$ cat src/rtl/sevenseg_pkg.sv
// sevenseg_pkg: shared types and helpers for the seven-segment scan driver.
// Holds the scan FSM state encoding, the segment bit positions inside the
// 8-bit {dp,g,f,e,d,c,b,a} pattern and the hex-to-segment lookup.
`timescale 1ns/1ps
package sevenseg_pkg;

    typedef enum logic [1:0] {
        IDLE  = 2'd0,
        BLANK = 2'd1,
        DRIVE = 2'd2
    } state_t;

    localparam int SEG_A  = 0;
    localparam int SEG_B  = 1;
    localparam int SEG_C  = 2;
    localparam int SEG_D  = 3;
    localparam int SEG_E  = 4;
    localparam int SEG_F  = 5;
    localparam int SEG_G  = 6;
    localparam int SEG_DP = 7;

    // Returns the lit segments as gfedcba, active high.
    function automatic logic [6:0] hex_to_seg(input logic [3:0] nib);
        logic [6:0] seg;
        case (nib)
            4'h0:    seg = 7'h3F;
            4'h1:    seg = 7'h06;
            4'h2:    seg = 7'h5B;
            4'h3:    seg = 7'h4F;
            4'h4:    seg = 7'h66;
            4'h5:    seg = 7'h6D;
            4'h6:    seg = 7'h7D;
            4'h7:    seg = 7'h07;
            4'h8:    seg = 7'h7F;
            4'h9:    seg = 7'h6F;
            4'hA:    seg = 7'h77;
            4'hB:    seg = 7'h7C;
            4'hC:    seg = 7'h39;
            4'hD:    seg = 7'h5E;
            4'hE:    seg = 7'h79;
            default: seg = 7'h71;
        endcase
        return seg;
    endfunction

endpackage

$ cat src/rtl/sevenseg_if.sv
// sevenseg_if: bundles the host-side control/data and the display-side pins
// of the scan driver. master = host/board side, slave = the driver itself.
`timescale 1ns/1ps
interface sevenseg_if #(
    parameter int NUM_DIGITS = 4
);
    logic                      en;
    logic                      load;
    logic [4*NUM_DIGITS-1:0]   value_in;
    logic [NUM_DIGITS-1:0]     dp_in;
    logic [7:0]                seg_out;
    logic [NUM_DIGITS-1:0]     dig_out;
    logic                      frame_start;
    logic                      load_ack;

    modport master (
        output en, load, value_in, dp_in,
        input  seg_out, dig_out, frame_start, load_ack
    );

    modport slave (
        input  en, load, value_in, dp_in,
        output seg_out, dig_out, frame_start, load_ack
    );
endinterface

$ cat src/rtl/sevenseg_decode.sv
// sevenseg_decode: combinational nibble/dp/blank to 8-bit segment pattern,
// {dp,g,f,e,d,c,b,a}, always active high. Blank turns a..g off but keeps dp.
`timescale 1ns/1ps
module sevenseg_decode
    import sevenseg_pkg::*;
(
    input  logic [3:0] i_nibble,
    input  logic       i_dp,
    input  logic       i_blank,
    output logic [7:0] o_pattern
);

    // Map the nibble through the shared table and attach the decimal point.
    always_comb begin
        o_pattern               = 8'h00;
        o_pattern[SEG_G:SEG_A]  = i_blank ? 7'h00 : hex_to_seg(i_nibble);
        o_pattern[SEG_DP]       = i_dp;
    end

endmodule

$ cat src/rtl/sevenseg_scan.sv
// sevenseg_scan: time-multiplexed driver for an N-digit seven-segment display.
// Each digit slot starts with a blanking guard (all digits off, segments
// already showing the next digit) followed by the drive phase. A new display
// word is only taken over when digit 0's slot begins, so a frame never mixes
// two words.
// Optional feature: define LEADING_ZERO_BLANK_EN to suppress segments a..g on
// digits above the most significant non-zero nibble (digit 0 always shown).
`timescale 1ns/1ps
module sevenseg_scan
    import sevenseg_pkg::*;
#(
    parameter int NUM_DIGITS     = 4,
    parameter int REFRESH_DIV    = 50000,
    parameter int BLANK_CYCLES   = 16,
    parameter int SEG_ACTIVE_LOW = 0,
    parameter int DIG_ACTIVE_LOW = 1
) (
    input  logic           clk,
    input  logic           rst,
    sevenseg_if.slave      bus
);

    localparam int IDX_W = (NUM_DIGITS > 1) ? $clog2(NUM_DIGITS) : 1;
    localparam int PRE_W = $clog2(REFRESH_DIV + 1);

    localparam logic [IDX_W-1:0] IDX_LAST   = IDX_W'(NUM_DIGITS - 1);
    localparam logic [PRE_W-1:0] BLANK_LAST = PRE_W'(BLANK_CYCLES - 1);
    localparam logic [PRE_W-1:0] DRIVE_LAST = PRE_W'(REFRESH_DIV - BLANK_CYCLES - 1);

    // Pin-level "off" values; XOR with these also applies the polarity.
    localparam logic [7:0] SEG_OFF = (SEG_ACTIVE_LOW != 0) ? 8'hFF : 8'h00;
    localparam logic [NUM_DIGITS-1:0] DIG_OFF =
        (DIG_ACTIVE_LOW != 0) ? {NUM_DIGITS{1'b1}} : {NUM_DIGITS{1'b0}};

    state_t                  r_state;
    state_t                  w_state_nxt;
    logic [IDX_W-1:0]        r_idx;
    logic [IDX_W-1:0]        w_idx_nxt;
    logic [PRE_W-1:0]        r_presc;
    logic [PRE_W-1:0]        w_presc_nxt;
    logic                    w_boundary;

    logic [4*NUM_DIGITS-1:0] r_disp_val;
    logic [NUM_DIGITS-1:0]   r_disp_dp;
    logic [4*NUM_DIGITS-1:0] r_pend_val;
    logic [NUM_DIGITS-1:0]   r_pend_dp;
    logic                    r_pend;
    logic                    r_ack_arm;

    logic [3:0]              w_nibble;
    logic                    w_dp;
    logic                    w_blank;
    logic [7:0]              w_pattern;
    logic [NUM_DIGITS-1:0]   w_onehot;

    logic [7:0]              r_seg;
    logic [NUM_DIGITS-1:0]   r_dig;
    logic                    r_frame_start;
    logic                    r_load_ack;

    // Scan state, digit index and in-state cycle counter.
    always_ff @(posedge clk or posedge rst) begin
        if (rst) begin
            r_state <= IDLE;
            r_idx   <= '0;
            r_presc <= '0;
        end else begin
            r_state <= w_state_nxt;
            r_idx   <= w_idx_nxt;
            r_presc <= w_presc_nxt;
        end
    end

    // Next-state logic; w_boundary flags entry into digit 0's blanking phase.
    always_comb begin
        w_state_nxt = r_state;
        w_idx_nxt   = r_idx;
        w_presc_nxt = r_presc + PRE_W'(1);
        w_boundary  = 1'b0;
        if (!bus.en) begin
            w_state_nxt = IDLE;
            w_idx_nxt   = '0;
            w_presc_nxt = '0;
        end else begin
            case (r_state)
                IDLE: begin
                    w_state_nxt = BLANK;
                    w_idx_nxt   = '0;
                    w_presc_nxt = '0;
                    w_boundary  = 1'b1;
                end
                BLANK: begin
                    if (r_presc == BLANK_LAST) begin
                        w_state_nxt = DRIVE;
                        w_presc_nxt = '0;
                    end
                end
                DRIVE: begin
                    if (r_presc == DRIVE_LAST) begin
                        w_state_nxt = BLANK;
                        w_presc_nxt = '0;
                        if (r_idx == IDX_LAST) begin
                            w_idx_nxt  = '0;
                            w_boundary = 1'b1;
                        end else begin
                            w_idx_nxt  = r_idx + IDX_W'(1);
                        end
                    end
                end
                default: begin
                    w_state_nxt = IDLE;
                    w_idx_nxt   = '0;
                    w_presc_nxt = '0;
                end
            endcase
        end
    end

    // Pending/display word handling: loads park in the pending register and
    // move to the display only at the frame boundary; a load coinciding with
    // the boundary bypasses the pending register.
    always_ff @(posedge clk or posedge rst) begin
        if (rst) begin
            r_disp_val <= '0;
            r_disp_dp  <= '0;
            r_pend_val <= '0;
            r_pend_dp  <= '0;
            r_pend     <= 1'b0;
            r_ack_arm  <= 1'b0;
        end else begin
            r_ack_arm <= 1'b0;
            if (w_boundary) begin
                r_ack_arm <= bus.load | r_pend;
                r_pend    <= 1'b0;
                if (bus.load) begin
                    r_disp_val <= bus.value_in;
                    r_disp_dp  <= bus.dp_in;
                end else if (r_pend) begin
                    r_disp_val <= r_pend_val;
                    r_disp_dp  <= r_pend_dp;
                end
            end else if (bus.load) begin
                r_pend_val <= bus.value_in;
                r_pend_dp  <= bus.dp_in;
                r_pend     <= 1'b1;
            end
        end
    end

    assign w_nibble = r_disp_val[4*r_idx +: 4];
    assign w_dp     = r_disp_dp[r_idx];
    assign w_onehot = NUM_DIGITS'(1) << r_idx;

`ifdef LEADING_ZERO_BLANK_EN
    logic [NUM_DIGITS-1:0] w_lz_mask;
    logic                  w_seen_nz;

    // Walk from the top digit down; blank until the first non-zero nibble.
    always_comb begin
        w_lz_mask = '0;
        w_seen_nz = 1'b0;
        for (int d = NUM_DIGITS - 1; d > 0; d--) begin
            if (r_disp_val[4*d +: 4] != 4'h0) begin
                w_seen_nz = 1'b1;
            end
            w_lz_mask[d] = ~w_seen_nz;
        end
    end

    assign w_blank = w_lz_mask[r_idx];
`else
    assign w_blank = 1'b0;
`endif

    sevenseg_decode u_decode (
        .i_nibble  (w_nibble),
        .i_dp      (w_dp),
        .i_blank   (w_blank),
        .o_pattern (w_pattern)
    );

    // Pin registers: one cycle behind the state; dark immediately when en drops.
    always_ff @(posedge clk or posedge rst) begin
        if (rst) begin
            r_seg         <= SEG_OFF;
            r_dig         <= DIG_OFF;
            r_frame_start <= 1'b0;
            r_load_ack    <= 1'b0;
        end else begin
            r_load_ack    <= r_ack_arm;
            r_frame_start <= bus.en && (r_state == BLANK) &&
                             (r_presc == '0) && (r_idx == '0);
            if (!bus.en || (r_state == IDLE)) begin
                r_seg <= SEG_OFF;
                r_dig <= DIG_OFF;
            end else begin
                r_seg <= w_pattern ^ SEG_OFF;
                r_dig <= ((r_state == DRIVE) ? w_onehot : '0) ^ DIG_OFF;
            end
        end
    end

    assign bus.seg_out     = r_seg;
    assign bus.dig_out     = r_dig;
    assign bus.frame_start = r_frame_start;
    assign bus.load_ack    = r_load_ack;

endmodule

$ cat src/flat_wrapper.sv
// flat-port wrapper written by rule: the top's interface ports become plain ports
module sevenseg_scan_flat import sevenseg_pkg::*;
#(
    parameter int NUM_DIGITS     = 4,
    parameter int REFRESH_DIV    = 50000,
    parameter int BLANK_CYCLES   = 16,
    parameter int SEG_ACTIVE_LOW = 0,
    parameter int DIG_ACTIVE_LOW = 1
)
  (clk, rst, bus_en, bus_load, bus_value_in, bus_dp_in, bus_seg_out, bus_dig_out, bus_frame_start, bus_load_ack);
  sevenseg_if #(.NUM_DIGITS(NUM_DIGITS)) bus_i ();
  input  logic clk;
  input  logic rst;
  input wire logic [$bits(bus_i.en)-1:0] bus_en;
  input wire logic [$bits(bus_i.load)-1:0] bus_load;
  input wire logic [$bits(bus_i.value_in)-1:0] bus_value_in;
  input wire logic [$bits(bus_i.dp_in)-1:0] bus_dp_in;
  output wire logic [$bits(bus_i.seg_out)-1:0] bus_seg_out;
  output wire logic [$bits(bus_i.dig_out)-1:0] bus_dig_out;
  output wire logic [$bits(bus_i.frame_start)-1:0] bus_frame_start;
  output wire logic [$bits(bus_i.load_ack)-1:0] bus_load_ack;
  assign bus_i.en = bus_en;
  assign bus_i.load = bus_load;
  assign bus_i.value_in = bus_value_in;
  assign bus_i.dp_in = bus_dp_in;
  assign bus_seg_out = bus_i.seg_out;
  assign bus_dig_out = bus_i.dig_out;
  assign bus_frame_start = bus_i.frame_start;
  assign bus_load_ack = bus_i.load_ack;
  sevenseg_scan #(.NUM_DIGITS(NUM_DIGITS), .REFRESH_DIV(REFRESH_DIV), .BLANK_CYCLES(BLANK_CYCLES), .SEG_ACTIVE_LOW(SEG_ACTIVE_LOW), .DIG_ACTIVE_LOW(DIG_ACTIVE_LOW)) u_core (.clk(clk), .rst(rst), .bus(bus_i));
endmodule
$ cat config.mk
export PLATFORM = sky130hd
export DESIGN_NAME = sevenseg_scan_flat
export DESIGN_NICKNAME = d
export VERILOG_FILES = /design/src/rtl/sevenseg_pkg.sv /design/src/rtl/sevenseg_if.sv /design/src/rtl/sevenseg_decode.sv /design/src/rtl/sevenseg_scan.sv /design/src/flat_wrapper.sv
export SDC_FILE = /design/constraint.sdc
export NUM_CORES = 1
export LEC_CHECK = 0
export CORE_ASPECT_RATIO = 0.6
export CORE_MARGIN = 5
export CORE_UTILIZATION = 30
export CTS_BUF_LIST = sky130_fd_sc_hd__clkbuf_8
export CTS_CLUSTER_DIAMETER = 50
export DETAILED_ROUTE_END_ITERATION = 10
export PLACE_DENSITY_LB_ADDON = 0.1
export RECOVER_POWER = 25
export SYNTH_ARGS = -nofsm -noshare
export SYNTH_HDL_FRONTEND = slang
export SYNTH_HIERARCHICAL = 1
export SYNTH_SLANG_ARGS = --single-unit
$ cat constraint.sdc
create_clock -name clk -period 3.06 [get_ports clk]
set_input_delay 0.612 -clock clk [delete_from_list [all_inputs] [get_ports clk]]
set_output_delay 0.612 -clock clk [all_outputs]
set_load 0.02 [all_outputs]
# Word level (Yosys, flattened, before mapping)
# Memories as Yosys holds them, arrays and structs flattened.
# Cells that the tools add are included.
# classes
n_addsub	2
order_cmp	1
n_eq_ne	8
shift	2
mux	28
bitwise	3
n_reduce_logical	14
# ops
operator	n
2-to-1 mux 16 bit	5
one-hot mux 16 bit (2 select lines)	1
adder 16 x 1 -> 16 bit, second input constant	1
== test 16 bit, second input constant	1
== test 16 x 4 -> 1 bit, second input constant	1
zero test 16 bit	1
2-to-1 mux 4 bit	4
indexed part select 16 x 5 -> 4 bit	1
2-to-1 mux 2 bit	6
2-to-1 mux 8 bit	1
AND reduction 2 bit	4
2-to-1 mux 1 bit	7
inequality test 3 x 2 -> 1 bit, second input constant	2
one-hot mux 2 bit (3 select lines)	1
== test 2 bit, second input constant	2
zero test 2 bit	2
inverter 4 bit	1
one-hot mux 2 bit (2 select lines)	1
nonzero test 2 bit	2
left shift 1 x 2 -> 4 bit, first input constant	1
logical AND 1 bit	3
< comparator 2 x 3 -> 1 bit, second input constant	1
adder 2 x 1 -> 2 bit, second input constant	1
binary-select mux 1 bit (select 2 bit)	1
7 further kinds	7
# word_totals
regBits	76
rom_bits	112
input_bits	24
output_inout_bits	14
elab_cells	72
n_memories	1
# mem_list
memory	depth	width	read_ports	rd_ports_with_merged_regs	write_ports	line	text
(name not given)	16	7	1	0	0	sevenseg_pkg.sv:25	case (nib)

# Depth between registers and ports, before layout
# depth
depth_word	7
ltp_mapped	8
ltp_nobuf	7

# Cells and area by module
# The synthesis kept the hierarchy.
# by_module_without_submodules
module	n_inst	cells_each	area_each_um2	seq_area_each_um2
sevenseg_scan	1	352	3883.7	1906.8
sevenseg_decode	1	36	274.0	0.0

# Worst setup path before layout
# OpenSTA, ideal clock, no wires.
# synth_path
kind	register to register
start	register u_core.r_idx[0]
end	register u_core.r_seg[3] (netlist: u_core/bus.seg_out[3])
setup_ns	0.066
arrival_ns	2.233
required_ns	2.994
slack_ns	0.761
path_stages_with_launch	9
path_buffers	1
synth_period_minus_slack_ns	2.299
cell_sequence	dfrtp_1 > clkbuf_1 > mux4_2 > inv_1 > ha_1 > inv_1 > mux4_2 > nor2_1 > and2_1
# synth_between
elab_chain_len	3
# synth_lines
element	line	text
start, declared	sevenseg_scan.sv:37	logic [IDX_W-1:0] r_idx;
start signal, assigned	sevenseg_scan.sv:69	r_idx <= w_idx_nxt;
indexed part select 16 x 5 -> 4 bit	sevenseg_scan.sv:150	assign w_nibble = r_disp_val[4*r_idx +: 4];
named net u_core.w_nibble[0]	sevenseg_scan.sv:50	logic [3:0] w_nibble;
memory read (16 x 7 bit)	-	
named net u_core.w_pattern[3]	sevenseg_scan.sv:53	logic [7:0] w_pattern;
2-to-1 mux 8 bit	sevenseg_scan.sv:193	if (!bus.en || (r_state == IDLE)) begin
end signal, assigned	sevenseg_scan.sv:197	r_seg <= w_pattern ^ SEG_OFF;
end, declared	sevenseg_scan.sv:56	logic [7:0] r_seg;
# The timed path passes the listed nets, and every way through them passes these cells.
# A chain may end at the register's enable or synchronous reset.

# Final worst setup path
# layout_path
start	input bus_en
end	register u_core.r_disp_val[3]
# layout_between
elab_chain_len	2
# layout_lines
element	line	text
start, declared	flat_wrapper.sv:14	input wire logic [$bits(bus_i.en)-1:0] bus_en;
2-to-1 mux 1 bit	sevenseg_scan.sv:80	if (!bus.en) begin
AND reduction 2 bit (no line)	-	
end signal, assigned	sevenseg_scan.sv:136	r_disp_val <= bus.value_in;
end signal, assigned	sevenseg_scan.sv:139	r_disp_val <= r_pend_val;
end, declared	sevenseg_scan.sv:43	logic [4*NUM_DIGITS-1:0] r_disp_val;
# Every way passes these cells.

==> impl_metrics.json <==
{
  "status": "finished clean",
  "tns_ns": 0,
  "final-hold-violation-count": 0,
  "die_y_um": 101,
  "path_class": "input pin to flip-flop",
  "die_area_um2": 16400,
  "ys_seq_area_share_pct": 45.9,
  "clock_sinks": 76,
  "clock_latency_ns": 0.36,
  "routed_via_density": 5.08,
  "antenna_found_initial": 0,
  "grt_pass1_vias": 3073,
  "yosysMostFrequentCell": "dfrtp_1",
  "drv_cap": 0,
  "synth_seq_cells": 76,
  "synth_ff_type": "dfrtp_1",
  "drt_wl_total_um": 10200,
  "holdPathEnd": "u_core/bus.load_ack$_DFF_PP0_",
  "routed-via-count": 3101,
  "fin_crit_sh_pct": 81.3,
  "synth.area.top_cells": "dfrtp_1 (43%), mux2_2 (5.7%), ha_1 (4.8%)",
  "port_buffers": 37,
  "required_ns": 3.25,
  "yosysTopAreaCellShare_pct": 43.3,
  "h-tree-depth": 3,
  "slew_headroom_pct": 31.2,
  "n_antenna_cell": 0,
  "synth.avg_cell_area_um2": 10.7,
  "hold_class": "flip-flop to flip-flop",
  "p_leak_uw": 0.00200,
  "critPathSlowestCell": "a21oi_2",
  "cts_buffer_depth": 2,
  "final_nets": 470,
  "synthCells": 388,
  "rsz0062_at_grt": "false",
  "fin_cells": 610,
  "rr_worst_depth": 5,
  "cp-start-kind": "input pin",
  "numCtsBuffers": 9,
  "crit_family": "compound AO/OA/AOI/OAI gates",
  "cts_tree": "done",
  "grt_max_degree": 59,
  "postRouteAntennaNets": 0,
  "core_area_um2": 13600,
  "reg2reg_setup_slack_ns": 0.58,
  "row_count": 33,
  "drive_above_1_share_pct": 17.5,
  "netlist_top_cells_count": "dfrtp_1 (72), nand2_1 (43), nor3_1 (22), mux2_2 (21), inv_1 (20)",
  "crit_path_cell_trace": "dlygate4sd3_1, nand2_1, nor4b_4, a21oi_2, o221ai_1",
  "die_x_um": 162,
  "netlist_area_um2": 4160,
  "worstHoldStart": "u_core/r_ack_arm$_DFF_PP0_",
  "fmax_mhz": 402,
  "synth_top_area_cell": "dfrtp_1",
  "r2r-start": "u_core/r_idx[0]$_DFFE_PP0P_",
  "power_density_nw_per_um2": 574,
  "path_buf_inv": 1,
  "start_util_pct": 30.5,
  "final_core_util_pct": 36.4,
  "dr.pass1.iters": 4,
  "period_needed_ns": 2.49,
  "crit_fanout": 21,
  "areaGrowthSynthToFinish_pct": 19.3,
  "critical-path-max-stage-delay_ns": 0.82,
  "clock-skew-final_ns": 0.0132,
  "arrival_ns": 2.67,
  "p_clk_share_pct": 30.0,
  "netSwitchingPower_uw": 862,
  "rr_endpoint": "u_core/r_disp_dp[1]$_DFFE_PP0P_",
  "yosysWarnings": 6,
  "clk_pin_slew_worst_paths_ns": 0.08,
  "drc": 0,
  "final_max_slew_viol_count": 0,
  "grt_pass1_wl_um": 17300,
  "setup_viol": 0,
  "cts_resized": 0,
  "power.internal_uw": 1980,
  "routedWlPerCell_um": 16.6,
  "cts_hold_buffers": 0,
  "drt_iter0_drc": 252,
  "dp_cells": 594,
  "track_usage_pct": 13.4,
  "worst-slew-pin-transition_ns": 1.03,
  "routabilityCongestion": 0.786,
  "ys_types": 56,
  "cts_setup_buffers": 0,
  "worstHoldPathCells": 0,
  "async_reset_ff_share_pct": 100,
  "p_seq_share_pct": 45.7,
  "end_kind": "flip-flop",
  "peakVddDrop_mv": 0.242,
  "swShare_pct": 30.3,
  "synth_enable_flop_cells": 0,
  "hpwlAfterDp_um": 7350,
  "io_pins": 38,
  "cts_root_buf": "clkbuf_8",
  "grt_overflow_total": 0,
  "comb_power_share_pct": 24.3
}
metal layers:
metal | part of all wire (%) | track usage (%) | up-vias
met5 | 0 | 0 | -
met4 | 1.0 | 3.44 | 0
met3 | 5.6 | 3.82 | 11
met2 | 37 | 16.5 | 68
met1 | 56 | 22.0 | 1516
li1 | - | - | 1506
cell usage in the layout, fill, tap and decap left out, drive strengths merged, types with 2 or more instances in the layout:
cell type	instances
nand2	43
a22oi	16
inv	22
and2	9
conb	7
or4	3
mux2i	5
bufinv	2
o21ai	3
ha	16
nor3	22
o311a	4
mux4	6
clkdlybuf4s50	35
or3	2
nor4	6
clkbuf	11
or2	5
dfstp	4
a41oi	2
nor3b	4
o221ai	16
dfrtp	72
xnor2	10
a211o	5
a211oi	6
nor4b	2
dlygate4sd3	2
and3	2
a21oi	7
buf	13
nand4b	5
nand4	5
a31oi	2
o211ai	3
nor2	14
mux2	21
nor2b	3
nand3	10
power groups by stage:
stage | sequential, uW | clock [uW] | combinational, uW
6_report | 1300 | 855 | 691
5_1_grt | 1320 | 932 | 772
4_1_cts | 1300 | 891 | 704
3_5_place_dp | 1310 | 0 | 703
3_3_place_gp | 1320 | 0 | 686
2_1_floorplan | 1270 | 0 | 526
registers in the layout, summed over array words and instances (netlist names), 2 cells and up:
signal              count
u_core/r_pend_dp        4
u_core/bus.dig_out      4
u_core/r_disp_val      16
u_core/r_pend_val      16
u_core/r_state          2
u_core/r_idx            2
u_core/bus.seg_out      8
u_core/r_presc         16
u_core/r_disp_dp        4
worst max-delay path by stage:
stage | start | endpoint | depth (start not counted)
after CTS | u_core/r_idx[0]$_DFFE_PP0P_ | u_core/r_pend_val[2]$_DFFE_PP0P_ | 6
after global routing | u_core/r_idx[0]$_DFFE_PP0P_ | u_core/r_disp_dp[1]$_DFFE_PP0P_ | 5
final | bus_en | u_core/r_disp_val[3]$_DFFE_PP0P_ | 5
after global placement | bus_en | u_core/r_disp_val[1]$_DFFE_PP0P_ | 5
after floorplan | rst | u_core/bus.frame_start$_DFF_PP0_ | 1
after detailed placement | bus_en | u_core/r_disp_val[4]$_DFFE_PP0P_ | 5
worst reg2reg max path, cell delays in order (launching register included):
cell and delay [ns]:
dfrtp_1 0.57, ha_1 0.30, inv_1 0.11, nor4_4 0.58, a21oi_2 0.39, o311a_1 0.40
stage by stage:
stage          setup WS [ns]  cell area, um2  hold WS (ns)  total power, uW
5_1_grt                0.329            4960         0.373             3030
2_1_floorplan          0.516            4180         0.331             1800
3_3_place_gp           0.354            4750         0.360             2000
3_5_place_dp           0.202            4750         0.343             2020
4_1_cts                0.548            4970         0.362             2890
6_report               0.573            4960         0.361             2840
logic make-up after synthesis:
| kind of cell | after synthesis | synth area share (%) |
|---|---|---|
| other | 1 | 0.0902 |
| adder cells (fa/ha/maj) | 16 | 4.81 |
| multiplexers | 32 | 10.1 |
| flip-flops | 76 | 45.9 |
| AND/OR/NAND/NOR | 136 | 18.4 |
| AO/OA/AOI/OAI | 70 | 13.4 |
| buffers and inverters | 46 | 5.03 |
| XOR/XNOR | 11 | 2.32 |
layout make-up:
class | instances | area (um2)
inverters | 20 | 75.1
well taps | 175 | 219
repair buffers | 51 | 475
clock inverters | 6 | 80.1
flip-flops and latches | 76 | 1910
clock buffers | 10 | 138
fillers | 1392 | 8670
multi-input cells | 272 | 2060
Power figures use the tool's default switching activity.
